`config.mk`:
```
export PLATFORM = sky130hd
export DESIGN_NAME = demux1x4_tdm
export DESIGN_NICKNAME = d
export VERILOG_FILES = /design/src/rtl/demux1x4_tdm.sv
export SDC_FILE = /design/constraint.sdc
export NUM_CORES = 1
export LEC_CHECK = 0
export CORE_MARGIN = 3
export CORE_UTILIZATION = 45
export CTS_CLUSTER_DIAMETER = 100
export DETAILED_ROUTE_END_ITERATION = 8
export MAX_ROUTING_LAYER = met4
export PLACE_DENSITY = 0.71
export RECOVER_POWER = 50
export SYNTH_ARGS = -nofsm -noshare
export SYNTH_HDL_FRONTEND = slang
export SYNTH_SLANG_ARGS = --single-unit
```
`constraint.sdc`:
```
create_clock -name clk -period 2.7 [get_ports clk]
set_input_delay 0.54 -clock clk [delete_from_list [all_inputs] [get_ports clk]]
set_output_delay 0.54 -clock clk [all_outputs]
set_load 0.01 [all_outputs]
```
`src/rtl/demux1x4_tdm.sv`:
```
// Receive end of a 4-slot TDM link: realigns on the slot-0 sync marker and
// presents each complete frame on four parallel lanes, updated atomically.
module demux1x4_tdm #(
  parameter int WIDTH = 8
) (
  input  logic             clk,
  input  logic             rst,
  input  logic [WIDTH-1:0] in_data,
  input  logic             in_valid,
  input  logic             in_sync,
  output logic [WIDTH-1:0] Y0,
  output logic [WIDTH-1:0] Y1,
  output logic [WIDTH-1:0] Y2,
  output logic [WIDTH-1:0] Y3,
  output logic             out_valid,
  output logic             locked,
  output logic             sync_err,
  output logic [7:0]       err_cnt
);

  typedef enum logic {HUNT, LOCKED} state_t;

  state_t           state_q, state_d;
  logic [1:0]       slot_q, slot_d;
  logic [WIDTH-1:0] stg0_q, stg0_d, stg1_q, stg1_d, stg2_q, stg2_d;
  logic [WIDTH-1:0] y0_q, y0_d, y1_q, y1_d, y2_q, y2_d, y3_q, y3_d;
  logic             ov_q, ov_d, lk_q, lk_d, serr_q, serr_d;
  logic [7:0]       ecnt_q, ecnt_d;
  logic             err_hit;

  always_ff @(posedge clk or posedge rst) begin
    if (rst) begin
      state_q <= HUNT;
      slot_q  <= 2'd0;
      stg0_q  <= '0;
      stg1_q  <= '0;
      stg2_q  <= '0;
      y0_q    <= '0;
      y1_q    <= '0;
      y2_q    <= '0;
      y3_q    <= '0;
      ov_q    <= 1'b0;
      lk_q    <= 1'b0;
      serr_q  <= 1'b0;
      ecnt_q  <= 8'd0;
    end else begin
      state_q <= state_d;
      slot_q  <= slot_d;
      stg0_q  <= stg0_d;
      stg1_q  <= stg1_d;
      stg2_q  <= stg2_d;
      y0_q    <= y0_d;
      y1_q    <= y1_d;
      y2_q    <= y2_d;
      y3_q    <= y3_d;
      ov_q    <= ov_d;
      lk_q    <= lk_d;
      serr_q  <= serr_d;
      ecnt_q  <= ecnt_d;
    end
  end

  always_comb begin
    state_d = state_q;
    slot_d  = slot_q;
    stg0_d  = stg0_q;
    stg1_d  = stg1_q;
    stg2_d  = stg2_q;
    y0_d    = y0_q;
    y1_d    = y1_q;
    y2_d    = y2_q;
    y3_d    = y3_q;
    ov_d    = 1'b0;
    err_hit = 1'b0;
    if (in_valid) begin
      case (state_q)
        HUNT: begin
          if (in_sync) begin
            stg0_d  = in_data;
            slot_d  = 2'd1;
            state_d = LOCKED;
          end
        end
        LOCKED: begin
          if (slot_q == 2'd0) begin
            if (in_sync) begin
              stg0_d = in_data;
              slot_d = 2'd1;
            end else begin
              err_hit = 1'b1;
              state_d = HUNT;
            end
          end else if (in_sync) begin
            // Early sync: abandon the partial frame and restart at slot 0.
            err_hit = 1'b1;
            stg0_d  = in_data;
            slot_d  = 2'd1;
          end else begin
            slot_d = slot_q + 2'd1;
            case (slot_q)
              2'd1: stg1_d = in_data;
              2'd2: stg2_d = in_data;
              default: begin
                y0_d = stg0_q;
                y1_d = stg1_q;
                y2_d = stg2_q;
                y3_d = in_data;
                ov_d = 1'b1;
              end
            endcase
          end
        end
        default: state_d = HUNT;
      endcase
    end
    lk_d   = (state_d == LOCKED);
    serr_d = err_hit;
    ecnt_d = (err_hit && ecnt_q != 8'hFF) ? ecnt_q + 8'd1 : ecnt_q;
  end

  assign Y0        = y0_q;
  assign Y1        = y1_q;
  assign Y2        = y2_q;
  assign Y3        = y3_q;
  assign out_valid = ov_q;
  assign locked    = lk_q;
  assign sync_err  = serr_q;
  assign err_cnt   = ecnt_q;

endmodule

```
Yosys cells after proc, flatten, opt, wreduce, memory -nomap -nowiden
Index checks and enable logic that the tools add are counted.
- output and inout port bits: 43
- register bits after elaboration: 69
- input port bits: 12
- word-level logic and storage cells: 45
- reductions and logical operators: 7
- add/sub/neg operators: 2
- equal/unequal tests: 3
- multiplexer cells: 17
- bitwise gates (word level): 4
- operators by type and width (cell ; count):
    5-bit AND reduction ; 3
    1-bit two-way mux ; 11
    8-bit by 1-bit adder with 8-bit output (second input constant) ; 1
    8-bit two-way mux ; 1
    8-bit != test (second input constant) ; 1
    2-bit two-way mux ; 3
    1-bit NOT ; 4
    2-bit case mux with 2 select lines ; 1
    2-bit by 1-bit adder with 2-bit output (second input constant) ; 1
    2-bit by 1-bit == test with 1-bit output (second input constant) ; 1
    2-bit == test (second input constant) ; 1
    2-bit zero test ; 1
    1-bit case mux with 2 select lines ; 1
    2-bit AND reduction ; 1
    2-bit OR reduction ; 1
    1-bit logical AND ; 1

Logic depth before layout (Yosys ltp)
- depth in word-level cells: 7
- gate-level depth with buffers: 9
- mapped depth without buffers: 8

Worst setup path after synthesis
Ideal clock, no wire load.
- path type: register to register
- start point: register slot_q[0]
- end point: register ecnt_q[7], in the netlist err_cnt[7]
- setup slack: 0.788 ns
- stages on the path, launching flop included: 10
- clock period less this slack: 1.912 ns
- arrival: 1.788 ns
- required time: 2.575 ns
- buffers on the path: 1
- cell sequence: dfrtp_1 > inv_1 > ha_1 > inv_1 > ha_1 > and3_1 > buf_6 > nand4_4 > nor3_2 > mux2_2
- word-level cells in the longest chain between the ends: 5
- ends and longest elaborated chain (item ; line ; source):
    start, declared ; 24 ; logic [1:0] slot_q, slot_d;
    start signal, assigned ; 48 ; slot_q <= slot_d;
    2-bit zero test ; 85 ; if (slot_q == 2'd0) begin
    1-bit two-way mux ; 85 ;
    1-bit two-way mux ; 76 ; case (state_q)
    1-bit two-way mux ; 75 ; if (in_valid) begin
    net err_hit ; 29 ; logic err_hit;
    1-bit logical AND ; 118 ; ecnt_d = (err_hit && ecnt_q != 8'hFF) ? ecnt_q + 8'd1 : ecnt_q;
    end signal, assigned ; 59 ; ecnt_q <= ecnt_d;
    end, declared ; 28 ; logic [7:0] ecnt_q, ecnt_d;
The timed path passes the listed nets, and every way through them passes these cells.
A chain may end at the register's enable or synchronous reset.

Worst setup path in the final report
- start point: input in_sync
- end point: register ecnt_q[7], in the netlist err_cnt[7]
- word-level cells in the longest chain between the ends: 5
- ends and longest elaborated chain (item ; line ; source):
    start, declared ; 10 ; input logic in_sync,
    1-bit two-way mux, on equally long branches ; 93, 86 ;
    1-bit two-way mux (*) ; 85 ;
    1-bit two-way mux (*) ; 76 ;
    1-bit two-way mux (*) ; 75 ;
    1-bit logical AND (*) ; 118 ;
Mark *: on every way between the ends. The rest lies on a longest branch, timed or not.

==> summary.txt <==
#FFs+latches synth: 69
Sw frac: 0.292
Sw Pwr: 0.00112 W
Hold Vio Cnt, Final: 0
Initial antenna violation count: 0
Vias in the first global route: 1819
Xor/xnor share of the synthesized area: 0.00898
Largest net degree at the start of global routing: 37
Commonest non-fill, non-tap cell in the layout: dfrtp_1
Worst skew pair latency: 0.33 ns
Area contributors post-synth: dfrtp_1 (59%), mux2_4 (15%), mux2_2 (11%)
Dpl hpwl: 3.44 mm
Crit path kind: in2reg
CP max FO: 6
Warnings, synthesis: 0
Sequential area share after synthesis: 0.590
Leakage power: 1.76 nW
Die extent in y: 86.6 µm
Reg power frac: 0.442
Largest family of logic cells by synthesized area: multiplexers
Clock group share of total power: 0.196
Max Clock Skew: 0.00455 ns
WL final: 5.00 mm
Layout area overhead: 26.5%
Cts hold-fix bufs: 0
Most frequent cells in the layout: dfrtp_1 (69), clkdlybuf4s50_1 (47), mux2_2 (29)
Final cell count without fillers: 330
Worst path required time: 2.92 ns
CTS sink cnt: 69
Post-synth top area share: 0.590
I/O Buffers: 54
Worst hold path type: reg2reg
Max Transition Viols Final: 0
Multiplexer share of the synthesized area: 0.265
Crit start category: primary input
Worst EP arrival: 2.41 ns
Resized Gates After CTS: 0
I/O pin cnt: 55
Max IR drop VDD: 0.524 mV
Compound-Gate Fraction of Synth Area: 0.0235
Post-Synth Adder-Cell Area: 0.0299
Initial DRT Pass Iterations: 2
CTS tree: built
Area leader, netlist: dfrtp_1
Syn Area/Cell: 15.7 µm²
Period minus WS final: 2.19 ns
H-tree depth: 3
Wirelength per Cell: 15.2 µm
Fin Setup TNS: 0 ns
Syn Std Cell Area: 2930 µm²
Status: finished clean
Antenna fix cells: 0
Global-route wire length before repair: 8.80 mm
CTS buffer count: 9
Share of layout cells above drive strength 1: 0.302
Worst reg2reg path depth: 8
Syn Inst Count: 186
Total die area: 7510 µm²
Final RePlAce weighted congestion: 0.818
Cell variety after synth: 26
Unrepaired setup endpoints after global routing: false
Max cap viols: 0
Pint: 0.00272 W
Root Buffer Master: clkbuf_8
Min-Delay Path Depth: 1
DRC: 0
Initial DRC count: 26
Clock buffer depth: 2
GRT overflow: 0
Fin crit share: 0.812
Max Fclk: 456 MHz
Setup Viol. Count Final: 0
Core Footprint: 6100 µm²
Worst-Margin Slew: 0.866 ns
Post-synthesis net count: 205
Initial Util: 0.480
Clk slew on worst S/H paths: 0.07 ns
Critical path, cell by cell: dlygate4sd3_1, inv_1, ha_1, and3_1, nand4_4, nor3_2, mux2_2
Antenna Nets Post-Route: 0
Slowest CP cell: dlygate4sd3_1
Logic pwr share: 0.363
Largest stage delay on the critical path: 0.60 ns
Synthesized-area fraction occupied by and/or/nand/nor cells: 0.0539
Worst Hold Slack: 0.487 ns
Routed vias/inst: 5.10
CP Capture Type: flip-flop
Inst Count DP: 314
Pwr Density: 1040 nW/µm²
Vias: 1684
Post-CTS Setup Bufs: 0
Net count, final: 269
Total GRT Usage: 0.156
Cell Rows: 28
Die Wd: 86.6 µm
Max-slew headroom: 0.423
path summary, 6_finish.rpt:
path                               to  slack (ns)      start
max                        err_cnt[7]        0.51    in_sync
min                             Y2[7]        0.49  stg2_q[7]
max reg2reg                err_cnt[7]        0.62  slot_q[0]
min reg2reg                     Y2[7]        0.49  stg2_q[7]
max in group asynchronous       Y2[5]        0.62        rst
min in group asynchronous  err_cnt[4]        0.77        rst
worst max-delay path: cells and delay by family:
kind                       cells  cell delay [ns]
muxes                          1             0.34
and+or+nand+nor                3             0.55
buffers and inverters          2             0.68
adders and majority gates      1             0.29
Yosys cell counts, drive strengths merged:
library cell   n
buf            6
a21oi          5
mux2          59
nand4          4
nand3          3
a31oi          1
a32o           1
and3           1
dfrtp         69
o21bai         1
ha             7
and4b          1
nor2b          1
nand2          8
nor3           1
and4           1
xnor2          3
o21ai          4
inv            6
and2b          1
nor2           3
metrics by stage:
step                total power, W  cell area [µm²]  utilization  worst slack, ns
floorplan                  0.00248             2930            -            0.420
global placement           0.00312             3560        0.585            0.268
detailed placement         0.00315             3560        0.585            0.216
CTS                        0.00393             3740        0.614            0.583
global route               0.00409             3700        0.608            0.340
finish                     0.00384             3700        0.608            0.508
routing by layer:
metal  vias to the layer above  global-route usage  wire length (µm)
met1                       852               0.215              2490
met2                        44               0.219              2190
met3                        10              0.0323               230
met5                         -                   -                 0
met4                         0              0.0765                87
li1                        778                   -                 -
power by group through the flow:
stage | logic, W | clock network [W] | registers [W]
finish | 0.00139 | 0.000750 | 0.00169
detailed placement | 0.00144 | 0 | 0.00172
floorplan | 0.000704 | 0 | 0.00178
CTS | 0.00144 | 0.000778 | 0.00170
global placement | 0.00141 | 0 | 0.00171
global route | 0.00151 | 0.000820 | 0.00176
registers in the layout (all words and copies together) (netlist names):
signal / count
Y0: 8
Y3: 8
sync_err: 1
Y2: 8
stg2_q: 8
stg0_q: 8
stg1_q: 8
err_cnt: 8
slot_q: 2
Y1: 8
out_valid: 1
locked: 1
layout make-up:
class / count / area [µm²]
fillers: 481 / 2390
clock inverters: 3 / 20.0
clock buffers: 13 / 159
well taps: 75 / 93.8
flip-flops and latches: 69 / 1730
repair buffers: 59 / 584
multi-input cells: 105 / 1100
inverters: 6 / 22.5
logic make-up (layout without fill, tap and decap cells):
family                   count (synthesis)  after routing
multiplexers                            59             59
AND/OR/NAND/NOR                         24             24
flip-flops                              69             69
adder cells (fa/ha/maj)                  7              7
buffers and inverters                   12             81
AO/OA/AOI/OAI                           12             12
XOR/XNOR                                 3              3
(Power assumes the default switching activity.)
